[src/rtl/picorv32_trace_fifo.sv]
// picorv32_trace_fifo
//   Capture buffer for the PicoRV32 trace port. The trace stream has no
//   backpressure, so words go into a first-word-fall-through FIFO. If the
//   FIFO is full, incoming words are dropped and counted. As soon as a slot
//   frees up, one marker entry carrying the drop count is inserted.
//
// Ports
//   clk, resetn      clock, asynchronous active-low reset
//   clear            synchronous flush, overrides every push and pop
//   trace_valid/data 36-bit trace word input (cannot be stalled)
//   out_valid/ready  drain handshake: the head is popped on out_valid && out_ready
//   out_data         head payload, forced to 0 while out_valid is 0
//   out_marker       head entry is a drop marker {4'h0, count[31:0]}
//   level            registered occupancy, 0..2^DEPTH_LOG2
//   overflow_sticky  set on the first dropped word, cleared by clear/reset
//   dbg_state_o      current overflow state (0 = NORMAL, 1 = DROP)
//
// Handshake: out_valid depends only on registered state and never looks at
//   out_ready. A transfer happens on every rising edge where both signals are
//   high. The input side has no ready signal.
module picorv32_trace_fifo #(
  parameter int DEPTH_LOG2 = 4
) (
  input  logic                  clk,
  input  logic                  resetn,
  input  logic                  clear,
  input  logic                  trace_valid,
  input  logic [35:0]           trace_data,
  output logic                  out_valid,
  input  logic                  out_ready,
  output logic [35:0]           out_data,
  output logic                  out_marker,
  output logic [DEPTH_LOG2:0]   level,
  output logic                  overflow_sticky,
  output logic                  dbg_state_o
);

  localparam int DEPTH = 1 << DEPTH_LOG2;
  localparam logic [DEPTH_LOG2:0] FULL_LVL = (DEPTH_LOG2+1)'(DEPTH);

  typedef enum logic {
    ST_NORMAL = 1'b0,
    ST_DROP   = 1'b1
  } state_e;

  state_e                  state_q, state_d;
  logic [DEPTH_LOG2-1:0]   wr_ptr_q, wr_ptr_d;
  logic [DEPTH_LOG2-1:0]   rd_ptr_q, rd_ptr_d;
  logic [DEPTH_LOG2:0]     level_q, level_d;
  logic [31:0]             drop_cnt_q, drop_cnt_d;
  logic                    sticky_q, sticky_d;

  logic [36:0]             mem [DEPTH];

  logic                    full;
  logic                    push;
  logic                    pop;
  logic [36:0]             push_word;
  logic [31:0]             cnt_inc;

  // Fullness comes from the registered level, so a pop in this cycle does
  // not make room for a push in the same cycle.
  assign full    = (level_q == FULL_LVL);
  assign pop     = out_valid && out_ready && !clear;
  assign cnt_inc = (drop_cnt_q == 32'hFFFF_FFFF) ? drop_cnt_q : drop_cnt_q + 32'd1;

  always_comb begin
    state_d    = state_q;
    drop_cnt_d = drop_cnt_q;
    sticky_d   = sticky_q;
    push       = 1'b0;
    push_word  = '0;
    unique case (state_q)
      ST_NORMAL: begin
        if (trace_valid) begin
          if (!full) begin
            push      = 1'b1;
            push_word = {1'b0, trace_data};
          end else begin
            drop_cnt_d = 32'd1;
            sticky_d   = 1'b1;
            state_d    = ST_DROP;
          end
        end
      end
      ST_DROP: begin
        if (full) begin
          if (trace_valid) drop_cnt_d = cnt_inc;
        end else begin
          // A word arriving in the marker cycle is lost. It is counted in the
          // marker itself.
          push       = 1'b1;
          push_word  = {1'b1, 4'h0, (trace_valid ? cnt_inc : drop_cnt_q)};
          drop_cnt_d = 32'd0;
          state_d    = ST_NORMAL;
        end
      end
      default: state_d = ST_NORMAL;
    endcase
    if (clear) begin
      push       = 1'b0;
      drop_cnt_d = 32'd0;
      sticky_d   = 1'b0;
      state_d    = ST_NORMAL;
    end
  end

  always_comb begin
    wr_ptr_d = wr_ptr_q;
    rd_ptr_d = rd_ptr_q;
    level_d  = level_q + (DEPTH_LOG2+1)'(push) - (DEPTH_LOG2+1)'(pop);
    if (push) wr_ptr_d = wr_ptr_q + DEPTH_LOG2'(1);
    if (pop)  rd_ptr_d = rd_ptr_q + DEPTH_LOG2'(1);
    if (clear) begin
      wr_ptr_d = '0;
      rd_ptr_d = '0;
      level_d  = '0;
    end
  end

  always_ff @(posedge clk or negedge resetn) begin
    if (!resetn) begin
      state_q    <= ST_NORMAL;
      wr_ptr_q   <= '0;
      rd_ptr_q   <= '0;
      level_q    <= '0;
      drop_cnt_q <= '0;
      sticky_q   <= 1'b0;
    end else begin
      state_q    <= state_d;
      wr_ptr_q   <= wr_ptr_d;
      rd_ptr_q   <= rd_ptr_d;
      level_q    <= level_d;
      drop_cnt_q <= drop_cnt_d;
      sticky_q   <= sticky_d;
    end
  end

  // Storage needs no reset: an entry is only visible when level covers it.
  always_ff @(posedge clk) begin
    if (push) mem[wr_ptr_q] <= push_word;
  end

  assign out_valid       = (level_q != '0);
  assign out_data        = out_valid ? mem[rd_ptr_q][35:0] : 36'd0;
  assign out_marker      = out_valid ? mem[rd_ptr_q][36]   : 1'b0;
  assign level           = level_q;
  assign overflow_sticky = sticky_q;
  assign dbg_state_o     = state_q;

endmodule

[config.mk]
export PLATFORM = sky130hd
export DESIGN_NAME = picorv32_trace_fifo
export DESIGN_NICKNAME = d
export VERILOG_FILES = /design/src/rtl/picorv32_trace_fifo.sv
export SDC_FILE = /design/constraint.sdc
export NUM_CORES = 1
export LEC_CHECK = 0
export ABC_AREA = 1
export CORE_MARGIN = 2
export CORE_UTILIZATION = 32
export CTS_CLUSTER_DIAMETER = 80
export DETAILED_ROUTE_END_ITERATION = 10
export PLACE_DENSITY_LB_ADDON = 0.05
export RECOVER_POWER = 100
export SLEW_MARGIN = 30
export SYNTH_ARGS = -nofsm -noshare
export SYNTH_HDL_FRONTEND = slang
export SYNTH_SLANG_ARGS = --single-unit
[constraint.sdc]
create_clock -name clk -period 6.4 [get_ports clk]
set_input_delay 1.28 -clock clk [delete_from_list [all_inputs] [get_ports clk]]
set_output_delay 1.28 -clock clk [all_outputs]
set_load 0.1 [all_outputs]
# After elaboration in Yosys (flattened, before gate mapping)
# Memory sizes are Yosys's and may differ from the RTL's.
# Index checks and enable logic that the tools add are counted.
[word_totals]
register_bits = 47
ramBits = 592
in_bits = 41
output_inout_bits = 45
wordCells = 60
n_memories = 1
[mem_list]
columns = ["name", "words", "width", "read_ports", "rd_ports_with_merged_regs", "wr", "line_no", "text"]
rows = [
  ["mem", 16, 37, 1, 0, 1, "53", "logic [36:0] mem [DEPTH];"],
]
[op_classes]
n_addsub = 5
eq_ne = 5
n_mux = 32
bitwise = 1
reduce_logical = 10
[op_table]
columns = ["operator", "n"]
rows = [
  ["$mux W32", 6],
  ["$mux W36", 3],
  ["$pmux W37 S2", 1],
  ["$pmux W32 S2", 1],
  ["$mux W37", 1],
  ["$add A32 B1 Y32 const B", 1],
  ["$eq A32 B32 Y1 const B", 1],
  ["$mux W4", 4],
  ["$mux W1", 13],
  ["$add A4 B1 Y4 const B", 2],
  ["$reduce_bool A2 Y1", 4],
  ["$ne A3 B3 Y1 const B", 2],
  ["$add A5 B1 Y5", 1],
  ["$eq A5 B5 Y1 const B", 1],
  ["$mux W5", 1],
  ["$reduce_bool A5 Y1", 1],
  ["$sub A5 B1 Y5", 1],
  ["$pmux W1 S2", 2],
  ["$reduce_and A3 Y1", 1],
  ["$logic_and A1 B1 Y1", 2],
  ["$ne A2 B2 Y1 const B", 1],
  ["$reduce_and A2 Y1", 1],
  ["$logic_not A1 Y1", 1],
  ["$not A1 Y1", 1],
]

# Logic depth before layout (Yosys ltp)
# Gate-level depths: netlist of the first run.
[logic_depth]
depth_word = 8
depth_mapped = 19
mapped_depth_nobuf = 19

# Worst setup path before layout of the first run
# OpenSTA, ideal clock, no wires.
[synth_path]
kind = "reg2out"
from = "register level_q[2], in the netlist level[2]"
to = "output out_data[26]"
arrival_ns = 3.895
t_required_ns = 5.120
setup_slack_ns = 1.225
stages_incl_launch_ff = 7
path_buffers = 1
path_cell_list = "dfrtp_1 inv_1 ha_1 nand4_1 clkbuf_1 nand2_1 nor2_1"
[synth_via]
elab_chain_len = 2
[synth_lines]
columns = ["element", "line_no", "text"]
rows = [
  ["start: declaration", "49", "logic [DEPTH_LOG2:0] level_q, level_d;"],
  ["start signal: assignment", "133", "level_q <= level_d;"],
  ["$reduce_bool A5 Y1", "144", "assign out_valid = (level_q != '0);"],
  ["via out_valid", "29", "output logic out_valid,"],
  ["$mux W36", "145", "assign out_data = out_valid ? mem[rd_ptr_q][35:0] : 36'd0;"],
  ["end: declaration", "31", "output logic [35:0] out_data,"],
]
# The timed path passes the listed nets, and every way through them passes these cells.

# Final worst setup path of the first run
[layout_path]
from = "register rd_ptr_q[1]"
to = "output out_data[15]"
[layout_via]
elab_chain_len = 2
[layout_lines]
columns = ["element", "line_no", "text"]
rows = [
  ["start: declaration", "48", "logic [DEPTH_LOG2-1:0] rd_ptr_q, rd_ptr_d;"],
  ["start signal: assignment", "132", "rd_ptr_q <= rd_ptr_d;"],
  ["$mem_v2 Z16 W37", "n/a", ""],
  ["$mux W36", "145", ""],
]
# No other way between the ends.

==> qor.yml, run 1 <==
outcome:
  status: "complete, but fails checks"
  violations: "capacitance limit, slew limit"
setup_path:
  cp_slowest_cell: "nand2_2"
  cp.depth: 7
  worst_path_largest_cell_delay_ns: 1.01
  crit_end: "out_data[15]"
  startpoint: "rd_ptr_q[1]$_DFFE_PN0P_"
  crit_path_end_kind: "primary output"
  r2r.worst_path.cells: 8
  critPathMaxFanout: 50
  r2r_slack_ns: 1.38
  crit_family: "buffers and inverters"
  cp-start-kind: "flip-flop"
  critPathArrivalTime_ns: 4.39
  timing.critical_path.buf_inv: 3
  critPathRequiredTime_ns: 5.12
  crit_chain: "inv_2 > nand2_2 > clkbuf_1 > o21ai_0 > a211oi_1 > nor2_1 > clkbuf_2"
  reg2reg_to: "mem[13][14]$_DFFE_PP_"
  worstReg2RegStart: "level[2]$_DFF_PN0_"
  path_class: "flip-flop to primary output"
die:
  initial_core_util_pct: 32.4
  die_y_um: 295
  dieArea_um2: 87200
  ios: 86
  fp-row-count: 106
  die_w_um: 295
  core-area_um2: 83800
power:
  p_int_mw: 8.05
  power_frac_seq_pct: 37.7
  cellPowerDensity_nw_per_um2: 413
  switching_power_mw: 4.98
  p_clk_share_pct: 32.2
  vdd_ir_drop_max_uv: 242
  combPwrFrac_pct: 30.1
  p_leak_nw: 11.3
  switching_share_pct: 38.2
synthesis:
  synth_edf_count: 592
  ys_seq_area_share_pct: 69.8
  syn_nets: 2381
  yosysUniqueCellTypes: 37
  synth.top_cell.area_share_pct: 65.5
  synth_area_leaders: "edfxtp_1 65%, nand2_1 7.3%, dfrtp_1 4.3%"
  yosys_most_used_dff: "edfxtp_1"
  synth.avg_cell_area_um2: 11.7
  synth_common_cells: "592 x edfxtp_1, 530 x nand2_1, 299 x nor2_1"
  ys_async_sr_fraction_pct: 7.36
  ys_seq_elements: 639
  synth_warnings: 0
  synth_area_um2: 27200
  yosysMostFrequentCell: "edfxtp_1"
  synth_top_area_cell: "edfxtp_1"
  syn_inst: 2327
sta:
  rsz0062_at_grt: "no"
  finalClockSkew_ns: 0.0222
  max_slew_margin_pct: -101
  worstMarginPinSlew_ns: 3.01
  timing.final.crit_share_pct: 88.6
  layout_setup_ws_ns: 0.732
  fin_crit_ns: 5.67
  fin_tns_setup_ns: 0
  final_hold_viol_count: 0
  slew_violations: 123
  setup_viol: 0
  max_freq_mhz: 176
clock_network:
  cts_hold_buf: 0
  cts_resized: 0
  clock_sinks: 639
  clockRootBuffer: "clkbuf_16"
  clkTransAtPathRegs_ns: 0.05
  cts_tree: "yes"
  postCtsSetupBuffers: 0
  insertion_delay_ns: 0.62
  cts_buffer_depth: 3
  cts_max_level: 3
  numCtsBuffers: 76
drt:
  drc: 0
  drt_iter0_drc: 1205
  drtPass1Iterations: 6
  detail_route.wl_per_cell_um: 24.0
  ant_nets: 0
  num_vias: 17881
  vias_per_cell: 4.96
  drt_wl_total_um: 86400
cells_and_area:
  drive_above_1_share_pct: 9.37
  area_growth_pct: 16.1
  finalInstanceArea_um2: 31500
  fillCellCount: 8171
  final_nets: 2459
place:
  gp_congestion: 0.847
  port_buffers: 85
  pre_cts_ws_ns: 1.32
  dpl.hpwl_um: 53300
  placedInstanceArea_um2: 29300
grt:
  antenna_found_initial: 3
  grt_usage_pct: 20.0
  grt_max_degree: 103
  first_global_vias: 18249
  grt_first_pass_wirelength_um: 126000
  grt_overflow: 0
hold_path:
  hold_class: "flip-flop to flip-flop"
run:
  drv_cap: 3
==> kinds of logic after synthesis <==
logic type / synth area share, %
simple gates: 14.7
flops: 69.8
compound gates: 8.56
buf+inv: 3.02
mux: 2.73
xor+xnor: 0.580
fa+ha+maj: 0.627
==> placed cells by master, fill, tap and decap left out, drive strengths merged, types with 2 or more instances in the layout <==
master	instances
mux2i	74
o21ai	231
nor3	5
nand3b	2
clkdlybuf4s50	37
nand3	105
dfrtp	47
bufinv	5
a21oi	81
clkinvlp	2
clkinv	34
dlygate4sd3	8
ha	12
or2	8
edfxtp	592
nand4	6
clkbuf	138
nor2	305
diode	2
inv	59
buf	48
xor2	15
nand2	533
xnor2	3
o22ai	74
a211oi	39
==> cell type report <==
cell class / instances / area [um^2] / share of cell area [%]
clock buffer: 100 / 2070 / 6.55
antenna: 2 / 5.00 / 0.0159
sequential: 639 / 19000 / 60.1
clock inverter: 39 / 339 / 1.08
tap: 1134 / 1420 / 4.50
inverter: 61 / 235 / 0.746
multi-input combinational: 1496 / 7490 / 23.7
timing repair buffer: 131 / 1030 / 3.26
==> routing by layer <==
metal | part of all wire [%] | track usage (%)
met4 | 2.6 | 5.63
met2 | 48 | 33.2
met3 | 4.0 | 3.11
met1 | 45 | 27.0
met5 | 0 | 0
==> flip-flops by register name, indices dropped and copies added, names as in the netlist <==
name             flops
mem                592
drop_cnt_q          32
level                5
rd_ptr_q             4
wr_ptr_q             4
dbg_state_o          1
overflow_sticky      1
==> how the worst min path moves through the flow <==
stage	from	to	cells after the start
final	overflow_sticky$_DFFE_PN0P_	overflow_sticky$_DFFE_PN0P_	2
after global routing	overflow_sticky$_DFFE_PN0P_	overflow_sticky$_DFFE_PN0P_	2
after CTS	overflow_sticky$_DFFE_PN0P_	overflow_sticky$_DFFE_PN0P_	2
after detailed placement	overflow_sticky$_DFFE_PN0P_	overflow_sticky$_DFFE_PN0P_	2
after global placement	overflow_sticky$_DFFE_PN0P_	overflow_sticky$_DFFE_PN0P_	2
after floorplan	drop_cnt_q[11]$_DFFE_PN0P_	drop_cnt_q[11]$_DFFE_PN0P_	2
==> power groups by stage <==
stage | clock, mW | combinational (mW) | sequential (mW)
after floorplan | 0 | 2.78 | 5.05
after global placement | 0 | 4.09 | 4.99
after detailed placement | 0 | 4.08 | 5.00
after CTS | 4.30 | 4.09 | 4.91
after global routing | 4.46 | 4.20 | 4.92
final | 4.19 | 3.93 | 4.91
==> stage by stage <==
step                      hold slack [ns]  util, %  std cells  total power [mW]
after floorplan                     0.492        -       2327              7.83
after global placement              0.496     34.9       3460              9.09
after detailed placement            0.496     35.0       3461              9.08
after CTS                           0.510     37.8       3600              13.3
after global routing                0.557     37.6       3601              13.6
final                               0.509     37.6       3602              13.0
==> worst reg2reg max path, cell delays in order (launching register included) <==
cell,delay (ns)
dfrtp_1,0.38
inv_1,0.08
ha_1,0.22
nand4_1,0.30
nand2_1,0.09
clkinv_1,0.08
clkbuf_1,1.94
nand3_1,0.85
nand2_1,0.79
No activity file was read; power rests on OpenSTA's default activity.
==> run 2, diff against run 1 <==
ABC_AREA = 0   (was 1)
TNS_END_PERCENT = 30   (was default)
==> run 2 against run 1 <==
- the run still ends with capacitance limit, slew limit left
- sequential share of layout area up 1.1 points
- clock power down 3%
- utilization up 0.053 points
- combinational power down 3%
- wire length down 11%
- critical path depth unchanged
- critical path type unchanged
- critical endpoint is now out_data[7]
==> qor.yml, run 2 <==
drt:
  met2_length_um: 36100  # -13%
  vias_per_cell: 5.38  # +8.3%
  drt_wl_total_um: 76800  # -11%
  ant_nets: 0  # unchanged
  num_vias: 15293  # -14%
  routed.top_layer: "met4"
  drc: 0  # unchanged
  drt_iter0_drc: 1003  # -17%
  met1_length_um: 36300  # -7.3%
  met3_length_um: 3120  # -10%
  drtPass1Iterations: 7  # +1
  detail_route.wl_per_cell_um: 27.0  # +13%
place:
  port_buffers: 85  # unchanged
  placedInstanceArea_um2: 29000  # -1.1%
  gp_congestion: 0.764  # -9.8%
  pre_cts_ws_ns: 1.56  # +0.237 ns
  dpl.hpwl_um: 43300  # -19%
synthesis:
  synth_area_leaders: "edfxtp_1 67%, mux4_2 6.3%, mux2i_1 5.6%"
  synth_edf_count: 592  # unchanged
  yosysUniqueCellTypes: 70  # +89%
  ys_seq_area_share_pct: 71.2  # +1.4 points
  synth_area_um2: 26600  # -1.9%
  synth.avg_cell_area_um2: 16.5  # +41%
  ys_seq_elements: 639  # unchanged
  ys_async_sr_fraction_pct: 7.36  # unchanged
  yosys_most_used_dff: "edfxtp_1"
  synth.top_cell.area_share_pct: 66.8  # +1.3 points
  synth_common_cells: "592 x edfxtp_1, 150 x mux2i_1, 96 x nand2_1"
  syn_nets: 1668  # -30%
  synth-xor-area-share_pct: 0.592  # +0.012 points
  yosysMostFrequentCell: "edfxtp_1"
  synth-adder-area-share_pct: 0.639  # +0.012 points
  yosys.area_share.simple_pct: 5.14  # -9.6 points
  syn_inst: 1614  # -31%
  synth-compound-area-share_pct: 8.53  # -0.032 points
  synth_top_area_cell: "edfxtp_1"
  muxShareOfSynthArea_pct: 11.9  # +9.2 points
  synth_warnings: 0  # unchanged
  synth_top_family_by_area: "multiplexers"
clock_network:
  clockRootBuffer: "clkbuf_16"
  cts_resized: 0  # unchanged
  insertion_delay_ns: 0.61  # about the same
  clock_sinks: 639  # unchanged
  cts_max_level: 3  # unchanged
  numCtsBuffers: 74  # -2.6%
  clkTransAtPathRegs_ns: 0.06  # about the same
  cts_tree: "yes"
  cts_buffer_depth: 3  # unchanged
  postCtsSetupBuffers: 0  # unchanged
  cts_hold_buf: 0  # unchanged
setup_path:
  path_class: "flip-flop to primary output"
  cp-start-kind: "flip-flop"
  critPathArrivalTime_ns: 4.39  # about the same
  critPathRequiredTime_ns: 5.12  # about the same
  critPathMaxFanout: 53  # +6.0%
  crit_path_end_kind: "primary output"
  r2r.worst_path.cells: 9  # +1
power:
  combPwrFrac_pct: 29.7  # -0.4 points
  cellPowerDensity_nw_per_um2: 413  # +0.13%
  switching_power_mw: 4.49  # -9.8%
  p_int_mw: 8.32  # +3.5%
  p_clk_share_pct: 31.8  # -0.4 points
  switching_share_pct: 35.0  # -3.2 points
  power_frac_seq_pct: 38.5  # +0.8 points
  p_leak_nw: 9.85  # -13%
  vdd_ir_drop_max_uv: 392  # +62%
grt:
  grt_max_degree: 58  # -44%
  grt_usage_pct: 17.9  # -2.0 points
  antenna_found_initial: 2  # -1
  first_global_vias: 15636  # -14%
  grt_overflow: 0  # unchanged
  grt_first_pass_wirelength_um: 111000  # -11%
outcome:
  status: "complete, but fails checks"
  violations: "capacitance limit, slew limit"
hold_path:
  hold_depth: 2  # unchanged
  hold_class: "flip-flop to flip-flop"
cells_and_area:
  fillCellCount: 7623  # -6.7%
  seq_area_um2: 19000  # about the same
  drive_above_1_share_pct: 13.4  # +4.0 points
  largest_reg_flops: 592  # unchanged
  antennaDiodeCount: 0  # -2
  final_common_cell: "edfxtp_1"
  layout_common_cells: "592 x edfxtp_1, 150 x mux2i_1, 95 x nand2_1, 76 x clkbuf_16, 74 x mux4_2"
  multiInputGateArea_um2: 7170  # -4.2%
  top_register: "mem"
  finalInstanceArea_um2: 31000  # -1.7%
  area_growth_pct: 16.4
  final_nets: 1778  # -28%
  post-route-util_pct: 37.7  # +0.053 points
die:
  die_w_um: 292  # -0.96%
  core-area_um2: 82200  # -1.9%
  ios: 86  # unchanged
  dieArea_um2: 85500  # -1.9%
  fp-row-count: 105  # -0.94%
  die_y_um: 292  # -0.96%
  initial_core_util_pct: 32.4  # about the same
sta:
  layout_setup_ws_ns: 0.730  # -0.00193 ns
  rsz0062_at_grt: "no"
  timing.final.crit_share_pct: 88.6  # about the same
  fin_crit_ns: 5.67  # +0.00193 ns
  max_freq_mhz: 176  # about the same
  fin_tns_setup_ns: 0  # unchanged
  final_hold_viol_count: 0  # unchanged
  slew_violations: 624  # +410%
  worstMarginPinSlew_ns: 3.14  # +0.127 ns
  finalClockSkew_ns: 0.0217  # -0.000456 ns
  max_slew_margin_pct: -109  # -8.5 points
  setup_viol: 0  # unchanged
run:
  drv_cap: 22  # +19
[run 2: cell types whose count changed after synthesis, sizes merged, moves of 63 or more]
cell	previous run	this run
mux4	0	74
o21ai	231	67
nor2	305	37
nand3	105	42
mux2i	74	150
nand2	533	97
[run 2: critical path, cell delays in order (launching register included)]
cell,delay (ns)
dfrtp_4,0.64
nand2b_4,0.65
buf_4,0.49
o22ai_1,0.28
o32a_1,0.19
nand2_1,0.05
a21oi_1,0.49
clkbuf_1,0.92
[run 2: final cells by class]
class	instances	share of cell area [%]
clock buffers	102	6.45
clock inverters	25	0.912
inverters	21	0.254
multi-input cells	843	23.1
flip-flops and latches	639	61.2
well taps	1070	4.32
repair buffers	145	3.72
[run 2: cells by family after synthesis]
group                      after synthesis
DFF                                    639
AOI/OAI and AO/OA                      316
and+or+nand+nor                        272
muxes                                  224
buffers and inverters                  132
xor gates and xnor gates                18
adders and majority gates               13
[run 2: power by group through the flow]
| stage | Clock [mW] | Combinational (mW) | Sequential (mW) |
|---|---|---|---|
| after floorplan | 0 | 2.85 | 5.01 |
| after global placement | 0 | 3.97 | 5.01 |
| after detailed placement | 0 | 3.97 | 5.01 |
| after CTS | 4.19 | 3.97 | 4.93 |
| after global routing | 4.34 | 4.03 | 4.95 |
| final | 4.07 | 3.81 | 4.93 |
[run 2: final timing paths]
path	start	endpoint	slack (ns)
setup / recovery	rd_ptr_q[1]$_DFFE_PN0P_	out_data[7]	0.73
hold / removal	overflow_sticky$_DFFE_PN0P_	overflow_sticky$_DFFE_PN0P_	0.51
setup reg to reg	level[2]$_DFF_PN0_	mem[2][13]$_DFFE_PP_	1.23
hold reg to reg	overflow_sticky$_DFFE_PN0P_	overflow_sticky$_DFFE_PN0P_	0.51
max in group asynchronous	resetn	rd_ptr_q[3]$_DFFE_PN0P_	2.35
min in group asynchronous	resetn	drop_cnt_q[31]$_DFFE_PN0P_	1.78
[run 2: per-layer routing]
metal  up-vias  GRT usage [%]
met5         -              0
met4         0           4.67
met3        86           2.57
met2       355           28.7
met1      8043           25.7
li1       6809              -
[run 2: metrics by stage]
stage | hold slack [ns] | cells | total power [mW]
3_3_place_gp | 0.488 | 2718 | 8.98
2_1_floorplan | 0.485 | 1614 | 7.86
5_1_grt | 0.562 | 2845 | 13.3
4_1_cts | 0.527 | 2845 | 13.1
6_report | 0.507 | 2845 | 12.8
3_5_place_dp | 0.509 | 2718 | 8.98
==> run 3, diff against run 2 <==
CAP_MARGIN = 20   (was default)
CORE_UTILIZATION = 65   (was 32)
==> run 3 against run 2 <==
- maximum frequency decreased by 0.39%
- the run still ends with capacitance limit, slew limit left
- global-route usage rose by 12 points
- largest cell class unchanged
- highest routed layer unchanged
- worst setup slack worse by 0.022 ns
- total power down 5.7%
- worst hold slack better by 0.012 ns
- register-to-register slack improved by 0.15 ns
- combinational power down 2%
- wire length shrank 20%
- clock skew shrank 0.0019 ns
- die area decreased by 50%
- sequential power down 0.8%
- critical path depth is the same
==> qor.yml, run 3 (synthesis results as in run 2) <==
outcome:
  status: "complete, but fails checks"
  violations: "capacitance limit, slew limit"
cells_and_area:
  finalNonFillerCells: 2276  # -20%
  final_nets: 1750  # -1.6%
  top_register: "mem"
  area_growth_pct: 12.4
  final_common_cell: "edfxtp_1"
  finalInstanceArea_um2: 29900  # -3.4%
  drive_above_1_share_pct: 12.1  # -1.3 points
  largest_reg_flops: 592  # unchanged
  antennaDiodeCount: 0  # unchanged
  layout_common_cells: "592 x edfxtp_1, 150 x mux2i_1, 95 x nand2_1, 74 x mux4_2, 67 x o21ai_0"
clock_network:
  insertion_delay_ns: 0.62  # about the same
  cts_resized: 0  # unchanged
  cts_max_level: 2  # -1
  numCtsBuffers: 60  # -19%
  clock_sinks: 639  # unchanged
  cts_buffer_depth: 3  # unchanged
  cts_tree: "yes"
  cts_hold_buf: 0  # unchanged
  postCtsSetupBuffers: 0  # unchanged
  clockRootBuffer: "clkbuf_16"
  clkTransAtPathRegs_ns: 0.06  # about the same
grt:
  grt_usage_pct: 29.8  # +12 points
  grt_overflow: 0  # unchanged
  grt_first_pass_wirelength_um: 92500  # -17%
  first_global_vias: 15231  # -2.6%
  antenna_found_initial: 2  # unchanged
  grt_max_degree: 95  # +64%
drt:
  num_vias: 15488  # +1.3%
  drt_iter0_drc: 1622  # +62%
  vias_per_cell: 6.80  # +27%
  drtPass1Iterations: 6  # -1
  ant_nets: 0  # unchanged
  detail_route.wl_per_cell_um: 27.1  # +0.57%
  drt_wl_total_um: 61800  # -20%
  drc: 0  # unchanged
place:
  dpl.hpwl_um: 32900  # -24%
  placedInstanceArea_um2: 28200  # -2.6%
  port_buffers: 85  # unchanged
  pre_cts_ws_ns: 1.47  # -0.0844 ns
  gp_congestion: 0.886  # +16%
  dp_cells: 2165  # -20%
sta:
  max_freq_mhz: 176  # -0.39%
  fin_tns_setup_ns: 0  # unchanged
  max_slew_margin_pct: -122  # -13 points
  setup_viol: 0  # unchanged
  final_hold_viol_count: 0  # unchanged
  layout_setup_ws_ns: 0.707  # -0.0223 ns
  finalClockSkew_ns: 0.0198  # -0.00194 ns
  worstMarginPinSlew_ns: 3.33  # +0.193 ns
  rsz0062_at_grt: "no"
  fin_crit_ns: 5.69  # +0.0223 ns
  slew_violations: 577  # -7.5%
  timing.final.crit_share_pct: 88.9  # +0.35 points
setup_path:
  critPathMaxFanout: 20  # -62%
  path_class: "input port to flip-flop"
  cp-start-kind: "input port"
  crit_path_end_kind: "flip-flop"
  critPathRequiredTime_ns: 6.63  # +1.51 ns
  critPathArrivalTime_ns: 5.93  # +1.54 ns
die:
  dieArea_um2: 42600  # -50%
  initial_core_util_pct: 65.5  # +33 points
  core-area_um2: 40600  # -51%
  die_w_um: 206  # -29%
  die_y_um: 206  # -29%
  fp-row-count: 74  # -30%
  ios: 86  # unchanged
power:
  p_leak_nw: 9.63  # -2.3%
  p_total_mw: 12.1  # -5.7%
  vdd_ir_drop_max_uv: 405  # +3.3%
  cellPowerDensity_nw_per_um2: 404  # -2.3%
hold_path:
  hold_class: "flip-flop to flip-flop"
run:
  drv_cap: 21  # -4.5%
run 3: final cells by class:
class                   count  area [um^2]
clock inverters            34          285
inverters                  21         78.8
fillers                  2499        10700
multi-input cells         843         7190
well taps                 532          666
repair buffers            131         1130
flip-flops and latches    639        19000
clock buffers              76         1620
run 3: metal layers:
metal,vias up,track usage [%],share of wire [%]
li1,6739,-,-
met1,7829,44.3,40
met2,804,47.0,48
met3,116,4.21,9.7
met4,0,8.60,2.4
met5,-,0,0
run 3: power by group:
group          internal, mW  leakage (nW)  switching [mW]  total, mW
Clock                  1.95         0.930            1.49       3.45
Sequential             4.80          6.07          0.0913       4.89
Combinational          1.12          2.63            2.62       3.75
run 3: final timing paths:
| kind | from | slack [ns] | cells after the start | end |
|---|---|---|---|---|
| worst max-delay path | trace_valid | 0.71 | 7 | mem[5][21]$_DFFE_PP_ |
| worst min-delay path | overflow_sticky$_DFFE_PN0P_ | 0.52 | 2 | overflow_sticky$_DFFE_PN0P_ |
| worst max register to register | drop_cnt_q[25]$_DFFE_PN0P_ | 1.38 | 6 | mem[10][1]$_DFFE_PP_ |
| worst min register to register | overflow_sticky$_DFFE_PN0P_ | 0.52 | 2 | overflow_sticky$_DFFE_PN0P_ |
| max in group asynchronous | resetn | 2.57 | 2 | rd_ptr_q[0]$_DFFE_PN0P_ |
| min in group asynchronous | resetn | 1.72 | 2 | drop_cnt_q[30]$_DFFE_PN0P_ |
run 3: through the flow:
stage                     hold WS, ns  utilization (%)
after floorplan                 0.485                -
after global placement          0.486             69.4
after detailed placement        0.501             69.4
after CTS                       0.531             74.1
after global routing            0.543             73.7
final                           0.519             73.7
run 3: critical path: stages:
cell and delay [ns]:
dlygate4sd3_1 0.52, clkbuf_1 0.54, nor2_1 0.20, nor3_1 0.44
nand2_1 0.30, nor2_1 1.78, clkbuf_2 0.83
